$ cat src/rtl/krz_map_pkg.sv
// Shared krz peripheral map constants used by the UART receive path.
package krz_map;

  localparam int unsigned UART_RX_DEPTH  = 64;
  localparam int unsigned UART_DATA_BITS = 8;

endpackage

$ cat src/rtl/uart_rx_fifo.sv
// Synchronous byte FIFO for the UART receiver; pointers carry an extra MSB
// so full/empty are told apart by comparing the wrap bit.
module uart_rx_fifo
  import krz_map::*;
#(
  parameter int unsigned DEPTH = UART_RX_DEPTH
) (
  input  logic                        clk,
  input  logic                        rstz,
  input  logic                        clear,
  input  logic                        push,
  input  logic [UART_DATA_BITS-1:0]   din,
  input  logic                        pop,
  output logic [UART_DATA_BITS-1:0]   dout,
  output logic                        full,
  output logic                        empty,
  output logic [$clog2(DEPTH):0]      count
);

  localparam int unsigned AW = $clog2(DEPTH);

  logic [UART_DATA_BITS-1:0] mem [DEPTH];
  logic [AW:0]               wr_ptr;
  logic [AW:0]               rd_ptr;
  logic                      do_push;
  logic                      do_pop;

  assign empty   = (wr_ptr == rd_ptr);
  assign full    = (wr_ptr[AW] != rd_ptr[AW]) && (wr_ptr[AW-1:0] == rd_ptr[AW-1:0]);
  assign count   = wr_ptr - rd_ptr;
  assign dout    = mem[rd_ptr[AW-1:0]];

  // A flush swallows any push or pop landing in the same cycle.
  assign do_push = push & ~full & ~clear;
  assign do_pop  = pop & ~empty & ~clear;

  always_ff @(posedge clk or negedge rstz) begin
    if (!rstz) begin
      wr_ptr <= '0;
      rd_ptr <= '0;
    end else if (clear) begin
      wr_ptr <= '0;
      rd_ptr <= '0;
    end else begin
      if (do_push) wr_ptr <= wr_ptr + 1'b1;
      if (do_pop)  rd_ptr <= rd_ptr + 1'b1;
    end
  end

  always_ff @(posedge clk) begin
    if (do_push) mem[wr_ptr[AW-1:0]] <= din;
  end

endmodule

$ cat src/rtl/wb_uart_rx.sv
// 8N1 UART receiver with RX FIFO on the krz peripheral bus.
// Optional stop-bit checking and sticky frame_err: KRZ_UART_RX_FRAME_CHECK_EN.
module wb_uart_rx
  import krz_map::*;
#(
  parameter int unsigned DEPTH = UART_RX_DEPTH
) (
  input  logic                      clk,
  input  logic                      rstz,
  input  logic                      rx,
  input  logic [15:0]               prescaler,
  input  logic                      clear,
  output logic [15:0]               size,
  output logic                      frame_err,
  output logic [UART_DATA_BITS-1:0] dat_o,
  input  logic                      we_i,
  input  logic                      stb_i,
  output logic                      ack_o
);

  typedef enum logic [1:0] {
    IDLE  = 2'd0,
    START = 2'd1,
    DATA  = 2'd2,
    STOP  = 2'd3
  } state_t;

  state_t                    state;
  logic                      rx_meta;
  logic                      rx_sync;
  logic                      rx_prev;
  logic                      fall;
  logic [15:0]               cnt;
  logic [15:0]               presc_q;
  logic [2:0]                bit_idx;
  logic [UART_DATA_BITS-1:0] shreg;
  logic                      cnt_zero;
  logic                      push;
  logic                      rd_ok;
  logic                      wr_ok;
  logic                      fifo_empty;
  logic                      fifo_full;
  logic [UART_DATA_BITS-1:0] fifo_head;
  logic [$clog2(DEPTH):0]    fifo_count;

  always_ff @(posedge clk or negedge rstz) begin
    if (!rstz) begin
      rx_meta <= 1'b1;
      rx_sync <= 1'b1;
      rx_prev <= 1'b1;
    end else begin
      rx_meta <= rx;
      rx_sync <= rx_meta;
      rx_prev <= rx_sync;
    end
  end

  assign fall     = rx_prev & ~rx_sync;
  assign cnt_zero = (cnt == '0);

  always_ff @(posedge clk or negedge rstz) begin
    if (!rstz) begin
      state   <= IDLE;
      cnt     <= '0;
      presc_q <= '0;
      bit_idx <= '0;
      shreg   <= '0;
    end else begin
      case (state)
        IDLE: begin
          if (fall) begin
            cnt     <= prescaler >> 1;
            presc_q <= prescaler;
            state   <= START;
          end
        end
        START: begin
          if (cnt_zero) begin
            if (!rx_sync) begin
              cnt     <= presc_q;
              bit_idx <= '0;
              state   <= DATA;
            end else begin
              state <= IDLE;
            end
          end else begin
            cnt <= cnt - 16'd1;
          end
        end
        DATA: begin
          if (cnt_zero) begin
            shreg   <= {rx_sync, shreg[UART_DATA_BITS-1:1]};
            cnt     <= presc_q;
            bit_idx <= bit_idx + 3'd1;
            if (bit_idx == 3'd7) state <= STOP;
          end else begin
            cnt <= cnt - 16'd1;
          end
        end
        STOP: begin
          if (cnt_zero) state <= IDLE;
          else          cnt   <= cnt - 16'd1;
        end
        default: state <= IDLE;
      endcase
    end
  end

`ifdef KRZ_UART_RX_FRAME_CHECK_EN
  logic stop_bad;

  assign stop_bad = (state == STOP) & cnt_zero & ~rx_sync;
  assign push     = (state == STOP) & cnt_zero & rx_sync;

  always_ff @(posedge clk or negedge rstz) begin
    if (!rstz)         frame_err <= 1'b0;
    else if (clear)    frame_err <= 1'b0;
    else if (stop_bad) frame_err <= 1'b1;
  end
`else
  assign push      = (state == STOP) & cnt_zero;
  assign frame_err = 1'b0;
`endif

  uart_rx_fifo #(
    .DEPTH (DEPTH)
  ) u_fifo (
    .clk   (clk),
    .rstz  (rstz),
    .clear (clear),
    .push  (push),
    .din   (shreg),
    .pop   (rd_ok),
    .dout  (fifo_head),
    .full  (fifo_full),
    .empty (fifo_empty),
    .count (fifo_count)
  );

  assign size = 16'(fifo_count);

  // Gating on ack_o spaces acks so a held strobe is not double-served.
  assign rd_ok = stb_i & ~we_i & ~ack_o & ~fifo_empty & ~clear;
  assign wr_ok = stb_i & we_i & ~ack_o;

  always_ff @(posedge clk or negedge rstz) begin
    if (!rstz) begin
      ack_o <= 1'b0;
      dat_o <= '0;
    end else begin
      ack_o <= rd_ok | wr_ok;
      if (rd_ok) dat_o <= fifo_head;
    end
  end

endmodule
$ cat config.mk
export PLATFORM = sky130hd
export DESIGN_NAME = wb_uart_rx
export DESIGN_NICKNAME = d
export VERILOG_FILES = /design/src/rtl/krz_map_pkg.sv /design/src/rtl/uart_rx_fifo.sv /design/src/rtl/wb_uart_rx.sv
export SDC_FILE = /design/constraint.sdc
export NUM_CORES = 1
export LEC_CHECK = 0
export ABC_CLOCK_PERIOD_IN_PS = 4300
export BUFFER_PORTS_ARGS = -buffer_cell sky130_fd_sc_hd__buf_2
export CAP_MARGIN = 20
export CORE_MARGIN = 2
export CORE_UTILIZATION = 56
export DETAILED_ROUTE_END_ITERATION = 8
export GPL_ROUTABILITY_DRIVEN = 1
export GPL_TIMING_DRIVEN = 0
export MAX_ROUTING_LAYER = met4
export PLACE_DENSITY = 0.79
export SLEW_MARGIN = 5
export SYNTH_ARGS = -nofsm -noshare
export SYNTH_HDL_FRONTEND = slang
export SYNTH_SLANG_ARGS = --single-unit
$ cat constraint.sdc
create_clock -name clk -period 4.3 [get_ports clk]
set_input_delay 0.86 -clock clk [delete_from_list [all_inputs] [get_ports clk]]
set_output_delay 0.86 -clock clk [all_outputs]
set_load 0.005 [all_outputs]
==> run_results.csv, run 1 <==
group,metric,value,unit
die,row_count,75,
cells_and_area,drive_above_1_share,0.192,
yosys,synth_edf_count,512,
outcome,status,"completed",
detailed_routing,finalWirelength,59600,um
clock_tree,clkSinkCount,583,
die,die_h,211,um
detailed_routing,avgViaCountPerCell,6.66,
clock_tree,cts.clk_slew.worst_paths,0.06,ns
timing,maxSlewHeadroom,0.240,
placed_design,dp.cells,2001,
yosys,synth_area_per_cell,17.0,um^2
global_route,grt-ovfl-total,0,
yosys,yosys_warnings,0,
min_path,hold_path.class,"in2async",
cells_and_area,stdcell_count,2102,
setup_path,crit_fanout,19,
clock_tree,cts_tree,"yes",
timing,fmax,239,MHz
yosys,yosysSeqAreaShare,0.716,
cells_and_area,design_area,26900,um^2
yosys,synth_ff_type,"edfxtp_1",
setup_path,crit_path_top_delay_cell,"dfrtp_2",
clock_tree,insertion_delay,0.64,ns
global_route,grt_pass1_wl,87700,um
setup_path,path_common_cell,"a21oi_1",
setup_path,crit_start,"u_fifo.rd_ptr[2]",
clock_tree,cts_resized,1,
yosys,ys_types,68,
die,die_x,211,um
timing,fin_skew,0.0266,ns
placed_design,gp_congestion,0.949,
yosys,synth_cells,1406,
global_route,antenna_found_initial,2,
setup_path,crit_path_end_kind,"output pin",
timing,setup_slack,0.121,ns
placed_design,io_buffers,37,
setup_path,rr_startpoint,"u_fifo.rd_ptr[2]",
timing,setup_viol,0,
clock_tree,cts-buffers-inserted,55,
timing,rsz0062_at_grt,"no",
setup_path,cp-start-kind,"register",
placed_design,hpwl,39100,um
cells_and_area,nets,1557,
job,cap_violations,0,
timing,finalCriticalPeriod,4.18,ns
global_route,grt_max_degree,64,
detailed_routing,routedWlPerCell,28.4,um
power_and_ir_drop,leakagePower,7.75,nW
detailed_routing,dr.pass1.iters,8,
clock_tree,postCtsSetupBuffers,0,
global_route,grt_pass1_vias,13700,
timing,worst_pin_slew,1.14,ns
setup_path,arrival,3.32,ns
setup_path,path_buf_inv,3,
timing,maxSlewViolCount,0,
detailed_routing,drcViolationCount,0,
setup_path,path_cells,"buf_4, inv_2, ha_1, a21oi_1, o21bai_1, a21o_1, a21oi_1, xnor2_1, buf_2",
yosys,synth-seq-cells,583,
die,start_util,0.570,
power_and_ir_drop,powerDensity,462,nW/um^2
timing,hold_viol_final,0,
setup_path,cp_data_required_time,3.44,ns
yosys,synthArstFlopShare,0.122,
placed_design,dpl_cell_area,25100,um^2
die,ios,48,
placed_design,pre_cts_ws,-0.699,ns
cells_and_area,syn_to_final_growth,12.3,%
detailed_routing,initialDrtViolationCount,1869,
global_route,grt_use_total,0.282,
timing,finalCritPeriodShare,0.972,
die,core_region_area,42000,um^2
clock_tree,postCtsHoldBufs,0,
setup_path,crit_type,"reg2out",
power_and_ir_drop,vdd_drop_max,0.477,mV
clock_tree,cts_root_buf,"clkbuf_16",
clock_tree,htree_levels,2,
setup_path,critPathMaxStageDelay,0.53,ns
setup_path,critPathTopFamily,"buffers and inverters",
clock_tree,cts_buffer_depth,3,
detailed_routing,postRouteAntennaNets,0,
power_and_ir_drop,power,12.4,mW
detailed_routing,dr_total_vias,14000,
die,dieArea,44400,um^2
yosys,syn_area,24000,um^2
worst paths after layout:
kind	cells after the start	slack, ns	to
min in group clk	1	0.34	rx_meta
setup / recovery	9	0.12	size[6]
max in group asynchronous	2	3.65	rx_meta
hold / removal	1	0.06	presc_q[10]
setup reg to reg	9	0.31	u_fifo.mem[57][5]
hold reg to reg	0	0.36	rx_sync
final cells by class:
| class | instances | area, um^2 |
|---|---|---|
| diodes | 2 | 5.00 |
| plain buffers | 79 | 404 |
| clock buffers | 71 | 1470 |
| clock inverters | 30 | 383 |
| fillers | 2884 | 15100 |
| inverters | 26 | 97.6 |
| multi-input cells | 725 | 6330 |
| flip-flops and latches | 583 | 17200 |
| well taps | 539 | 674 |
| repair buffers | 47 | 380 |
Yosys cell counts (4+ instances only):
library cell	count	area, um^2
nor2b_1	10	62.6
nor2_1	99	372
a211oi_1	15	113
o32a_1	6	60.1
buf_2	21	105
nand3_1	32	160
clkbuf_1	34	128
xnor2_1	17	149
dfrtp_1	68	1700
buf_4	19	143
or3_1	11	68.8
nor3_1	10	50.1
a221oi_1	9	78.8
xor2_1	10	87.6
nand4_1	5	31.3
a22o_1	10	87.6
a21oi_1	33	165
inv_1	23	86.3
o211ai_1	5	37.5
ha_1	17	213
nand2_1	52	195
o221ai_1	12	105
mux2_2	25	282
a31oi_1	7	43.8
buf_1	6	22.5
o31ai_1	5	37.5
a32o_1	4	40.0
o22ai_1	4	25.0
nand2b_1	8	50.1
mux4_2	78	1760
edfxtp_1	512	15400
a22oi_1	31	233
mux2i_1	113	1130
o21ai_0	35	175
a311oi_1	6	52.6
routing by layer:
layer  global-route usage  wire [um]  vias up  share of wire
li1                     -          -     5788              -
met1                0.364      22100     7057           0.37
met2                0.436      28100      952           0.47
met3               0.0638       6630      212           0.11
met4                0.121       2830        0          0.047
met5                    -          0        -              0
sequential cells by signal, summed over array words and instances, names as in the netlist, 3 cells and up, named ones only:
name and count:
u_fifo.wr_ptr 7, u_fifo.mem 512, dat_o 8, shreg 8, cnt 16, presc_q 16
bit_idx 3, u_fifo.rd_ptr 7
where the power goes:
group	total (mW)	switching [mW]	internal [mW]	leakage (nW)
clock network	4.99	2.10	2.89	0.903
registers	6.42	0.160	6.26	4.50
logic	1.02	0.587	0.432	2.35
worst register-to-register path, stage by stage, from the launching register on:
cell      delay, ns
dfrtp_2        0.53
buf_4          0.40
inv_2          0.29
ha_1           0.44
nand4_1        0.15
o31ai_1        0.11
or3_4          0.40
nor2_4         0.15
nand4b_2       0.30
nor2_1         0.82
per-stage QoR:
| stage | setup TNS, ns | hold slack, ns | util |
|---|---|---|---|
| 6_report | 0 | 0.0616 | 0.640 |
| 5_1_grt | 0 | 0.0659 | 0.640 |
| 4_1_cts | 0 | 0.0541 | 0.640 |
| 3_5_place_dp | -281.09 | 0.347 | 0.596 |
| 3_3_place_gp | -228.44 | 0.346 | 0.591 |
| 2_1_floorplan | 0 | 0.345 | - |
layout by cell type, fill, tap and decap left out, types with 33 or more instances in the layout:
cell type,instances
buf_2,57
o21ai_0,35
clkbuf_1,46
mux4_2,78
nor2_1,99
a21oi_1,33
dfrtp_1,59
clkbuf_16,55
edfxtp_1,512
mux2i_1,113
nand2_1,52
cells by family after synthesis:
| family | count (synthesis) | synth area share |
|---|---|---|
| xor+xnor | 27 | 0.00987 |
| mux | 217 | 0.133 |
| simple gates | 255 | 0.0520 |
| flops | 583 | 0.716 |
| fa+ha+maj | 18 | 0.00971 |
| other cells | 1 | 0.000157 |
| buf+inv | 107 | 0.0212 |
| compound gates | 198 | 0.0580 |
Power figures use the tool's default switching activity.
==> inputs of run 2 (changes only) <==
--- a/config.mk
+++ b/config.mk
@@ -5,6 +5,7 @@
 export SDC_FILE = /design/constraint.sdc
 export NUM_CORES = 1
 export LEC_CHECK = 0
+export ABC_AREA = 1
 export ABC_CLOCK_PERIOD_IN_PS = 4300
 export BUFFER_PORTS_ARGS = -buffer_cell sky130_fd_sc_hd__buf_2
 export CAP_MARGIN = 20
==> run 2 against run 1 <==
Combinational power about the same. Largest cell class unchanged. Clock skew decreased by 0.0046 ns. Worst hold slack gained 0.072 ns. Sequential power hardly changed. Critical path type unchanged. Non-clock buffer count rose by 45. Wire length grew 20%. Critical endpoint unchanged. Sequential share of layout area is 4.8 points lower.
==> run_results.csv, run 2 <==
group,metric,value,unit
yosys,synth_ff_type,"edfxtp_1",
power_and_ir_drop,vdd_drop_max,0.517,mV
clock_tree,postCtsSetupBuffers,0,
setup_path,cp-start-kind,"register",
placed_design,io_buffers,37,
detailed_routing,highest_layer,"met4",
global_route,grt_max_degree,67,
clock_tree,htree_levels,2,
die,core_region_area,45600,um^2
die,dieArea,48200,um^2
clock_tree,cts_buffer_depth,3,
clock_tree,cts.clk_slew.worst_paths,0.06,ns
power_and_ir_drop,p_clk_frac,0.410,
detailed_routing,avgViaCountPerCell,5.68,
timing,setup_viol,0,
timing,fmax,240,MHz
yosys,synth_top_cells_by_count,"835 x nand2_1, 512 x edfxtp_1, 292 x inv_1, 277 x nand3_1, 263 x nor2_1",
clock_tree,cts_resized,0,
power_and_ir_drop,leakagePower,12.1,nW
power_and_ir_drop,power_frac_comb,0.082,
yosys,yosys-top-cells-area,"edfxtp_1 59%, nand2_1 12%, dfrtp_1 6.5%",
die,ios,48,
clock_tree,postCtsHoldBufs,0,
detailed_routing,postRouteAntennaNets,0,
power_and_ir_drop,powerDensity,434,nW/um^2
timing,finalCriticalPeriod,4.17,ns
global_route,grt_pass1_vias,18600,
detailed_routing,dr_total_vias,19200,
global_route,grt-ovfl-total,0,
die,row_count,78,
power_and_ir_drop,power,12.6,mW
global_route,grt_pass1_wl,108000,um
cells_and_area,syn_to_final_growth,11.8,%
timing,maxSlewHeadroom,0.285,
yosys,synth-seq-cells,583,
yosys,netlist.area_leader.share,0.591,
cells_and_area,nets,2774,
yosys,synth_area_per_cell,9.92,um^2
detailed_routing,drcViolationCount,0,
timing,fin_skew,0.0219,ns
detailed_routing,met3_length,8300,um
global_route,antenna_found_initial,1,
cells_and_area,mostFrequentLayoutCell,"nand2_1",
detailed_routing,finalWirelength,71500,um
setup_path,cp_data_required_time,3.44,ns
power_and_ir_drop,switchingPower,2.96,mW
cells_and_area,layout_common_cells,"835 x nand2_1, 512 x edfxtp_1, 292 x inv_1",
clock_tree,insertion_delay,0.63,ns
clock_tree,cts_root_buf,"clkbuf_16",
setup_path,arrival,3.31,ns
timing,hold_viol_final,0,
cells_and_area,stdcell_count,3382,
die,start_util,0.571,
timing,maxSlewViolCount,0,
timing,whs,0.134,ns
timing,rsz0062_at_grt,"no",
clock_tree,cts_tree,"yes",
timing,finalCritPeriodShare,0.969,
clock_tree,cts-buffers-inserted,57,
detailed_routing,routedWlPerCell,21.1,um
detailed_routing,dr_wl_met2,33100,um
detailed_routing,dr.pass1.iters,6,
timing,worst_pin_slew,1.07,ns
power_and_ir_drop,pwr-share-seq,0.508,
power_and_ir_drop,internal_power,9.66,mW
placed_design,hpwl,48600,um
power_and_ir_drop,p_sw_frac,0.234,
yosys,yosysSeqAreaShare,0.659,
cells_and_area,largest_reg_flops,512,
setup_path,crit_type,"reg2out",
setup_path,crit_fanout,10,
detailed_routing,initialDrtViolationCount,2456,
timing,final.setup.tns,0,ns
global_route,grt_use_total,0.312,
yosys,yosys_warnings,0,
timing,setup_slack,0.132,ns
placed_design,dp.cells,3276,
min_path,hold_path.class,"in2async",
placed_design,pre_cts_ws,0.229,ns
yosys,synth_cells,2623,
job,cap_violations,0,
yosys,synthArstFlopShare,0.122,
yosys,synth_edf_count,512,
die,die_h,220,um
yosys,yosysTopAreaCell,"edfxtp_1",
cells_and_area,drive_above_1_share,0.0906,
yosys,syn_area,26000,um^2
clock_tree,clkSinkCount,583,
yosys,ys_types,40,
placed_design,gp_congestion,1.02,
die,die_x,220,um
outcome,status,"completed",
yosys,yosysMostFrequentCell,"nand2_1",
setup_path,crit_path_end_kind,"output pin",
detailed_routing,wl_met1,26700,um
[run 2: cell count changes in the layout (fill, tap and decap cells not counted), moves of 12 or more]
cell      delta
a211oi_1    -14
a22oi_1     -31
buf_2       +43
inv_1      +269
mux2_2      -22
mux2i_1    -113
mux4_2      -78
nand2_1    +783
nand3_1    +245
nor2_1     +164
o21ai_0     +66
o221ai_1    -12
[run 2: worst paths after layout]
check                            startpoint                 to  slack, ns  cells past startpoint
hold / removal                         rstz         bit_idx[0]       0.13                      1
hold reg to reg                     rx_meta            rx_sync       0.36                      0
max in group asynchronous              rstz           shreg[1]       3.58                      2
setup reg to reg           u_fifo.rd_ptr[2]  u_fifo.mem[16][7]       0.28                     13
setup / recovery           u_fifo.rd_ptr[2]            size[6]       0.13                     10
min in group clk                         rx            rx_meta       0.34                      1
[run 2: per-stage QoR]
| step | utilization | area (um^2) |
|---|---|---|
| after floorplan | - | 26100 |
| final | 0.638 | 29100 |
| after detailed placement | 0.596 | 27200 |
| after CTS | 0.638 | 29100 |
| after global routing | 0.638 | 29100 |
| after global placement | 0.592 | 27000 |
[run 2: worst max-delay path, cell delays in order, from the launching register on]
cell and delay (ns):
dfrtp_1 0.31, buf_2 0.33, clkinvlp_4 0.34, clkbuf_1 0.32, ha_1 0.42, nand2_1 0.11, nor2_1 0.05, a211oi_1 0.33
o21ai_0 0.16, xor2_1 0.16, buf_2 0.14
[run 2: cell families (layout without fill, tap and decap cells)]
| family | after synthesis | in the layout | share of synthesized area |
|---|---|---|---|
| flip-flops | 583 | 583 | 0.659 |
| other | 1 | 11 | 0.000144 |
| adder cells (fa/ha/maj) | 18 | 18 | 0.00895 |
| buffers and inverters | 425 | 574 | 0.0660 |
| multiplexers | 3 | 3 | 0.00130 |
| AO/OA/AOI/OAI | 153 | 153 | 0.0304 |
| XOR/XNOR | 20 | 20 | 0.00673 |
| AND/OR/NAND/NOR | 1420 | 1420 | 0.227 |
[run 2: metal layers]
metal  vias up  track usage
li1       8761            -
met1      9101        0.402
met2      1164        0.480
met3       189       0.0620
met4         0        0.145
met5         -            -
[run 2: power by group through the flow]
stage	registers [mW]	logic (mW)	clock network, mW
6_report	6.41	1.04	5.17
5_1_grt	6.43	1.17	5.38
4_1_cts	6.40	1.02	5.18
3_5_place_dp	6.52	1.02	0
3_3_place_gp	6.52	0.983	0
2_1_floorplan	6.48	0.742	0
[run 2: final cells by class]
cell class,count,area [um^2]
Timing Repair Buffer,44,343
Clock buffer,70,1510
Fill cell,3486,16500
Tap cell,600,751
Antenna cell,1,2.50
Sequential cell,583,17200
Multi-Input combinational cell,1624,7180
Inverter,297,1120
Buffer,127,598
Clock inverter,36,429
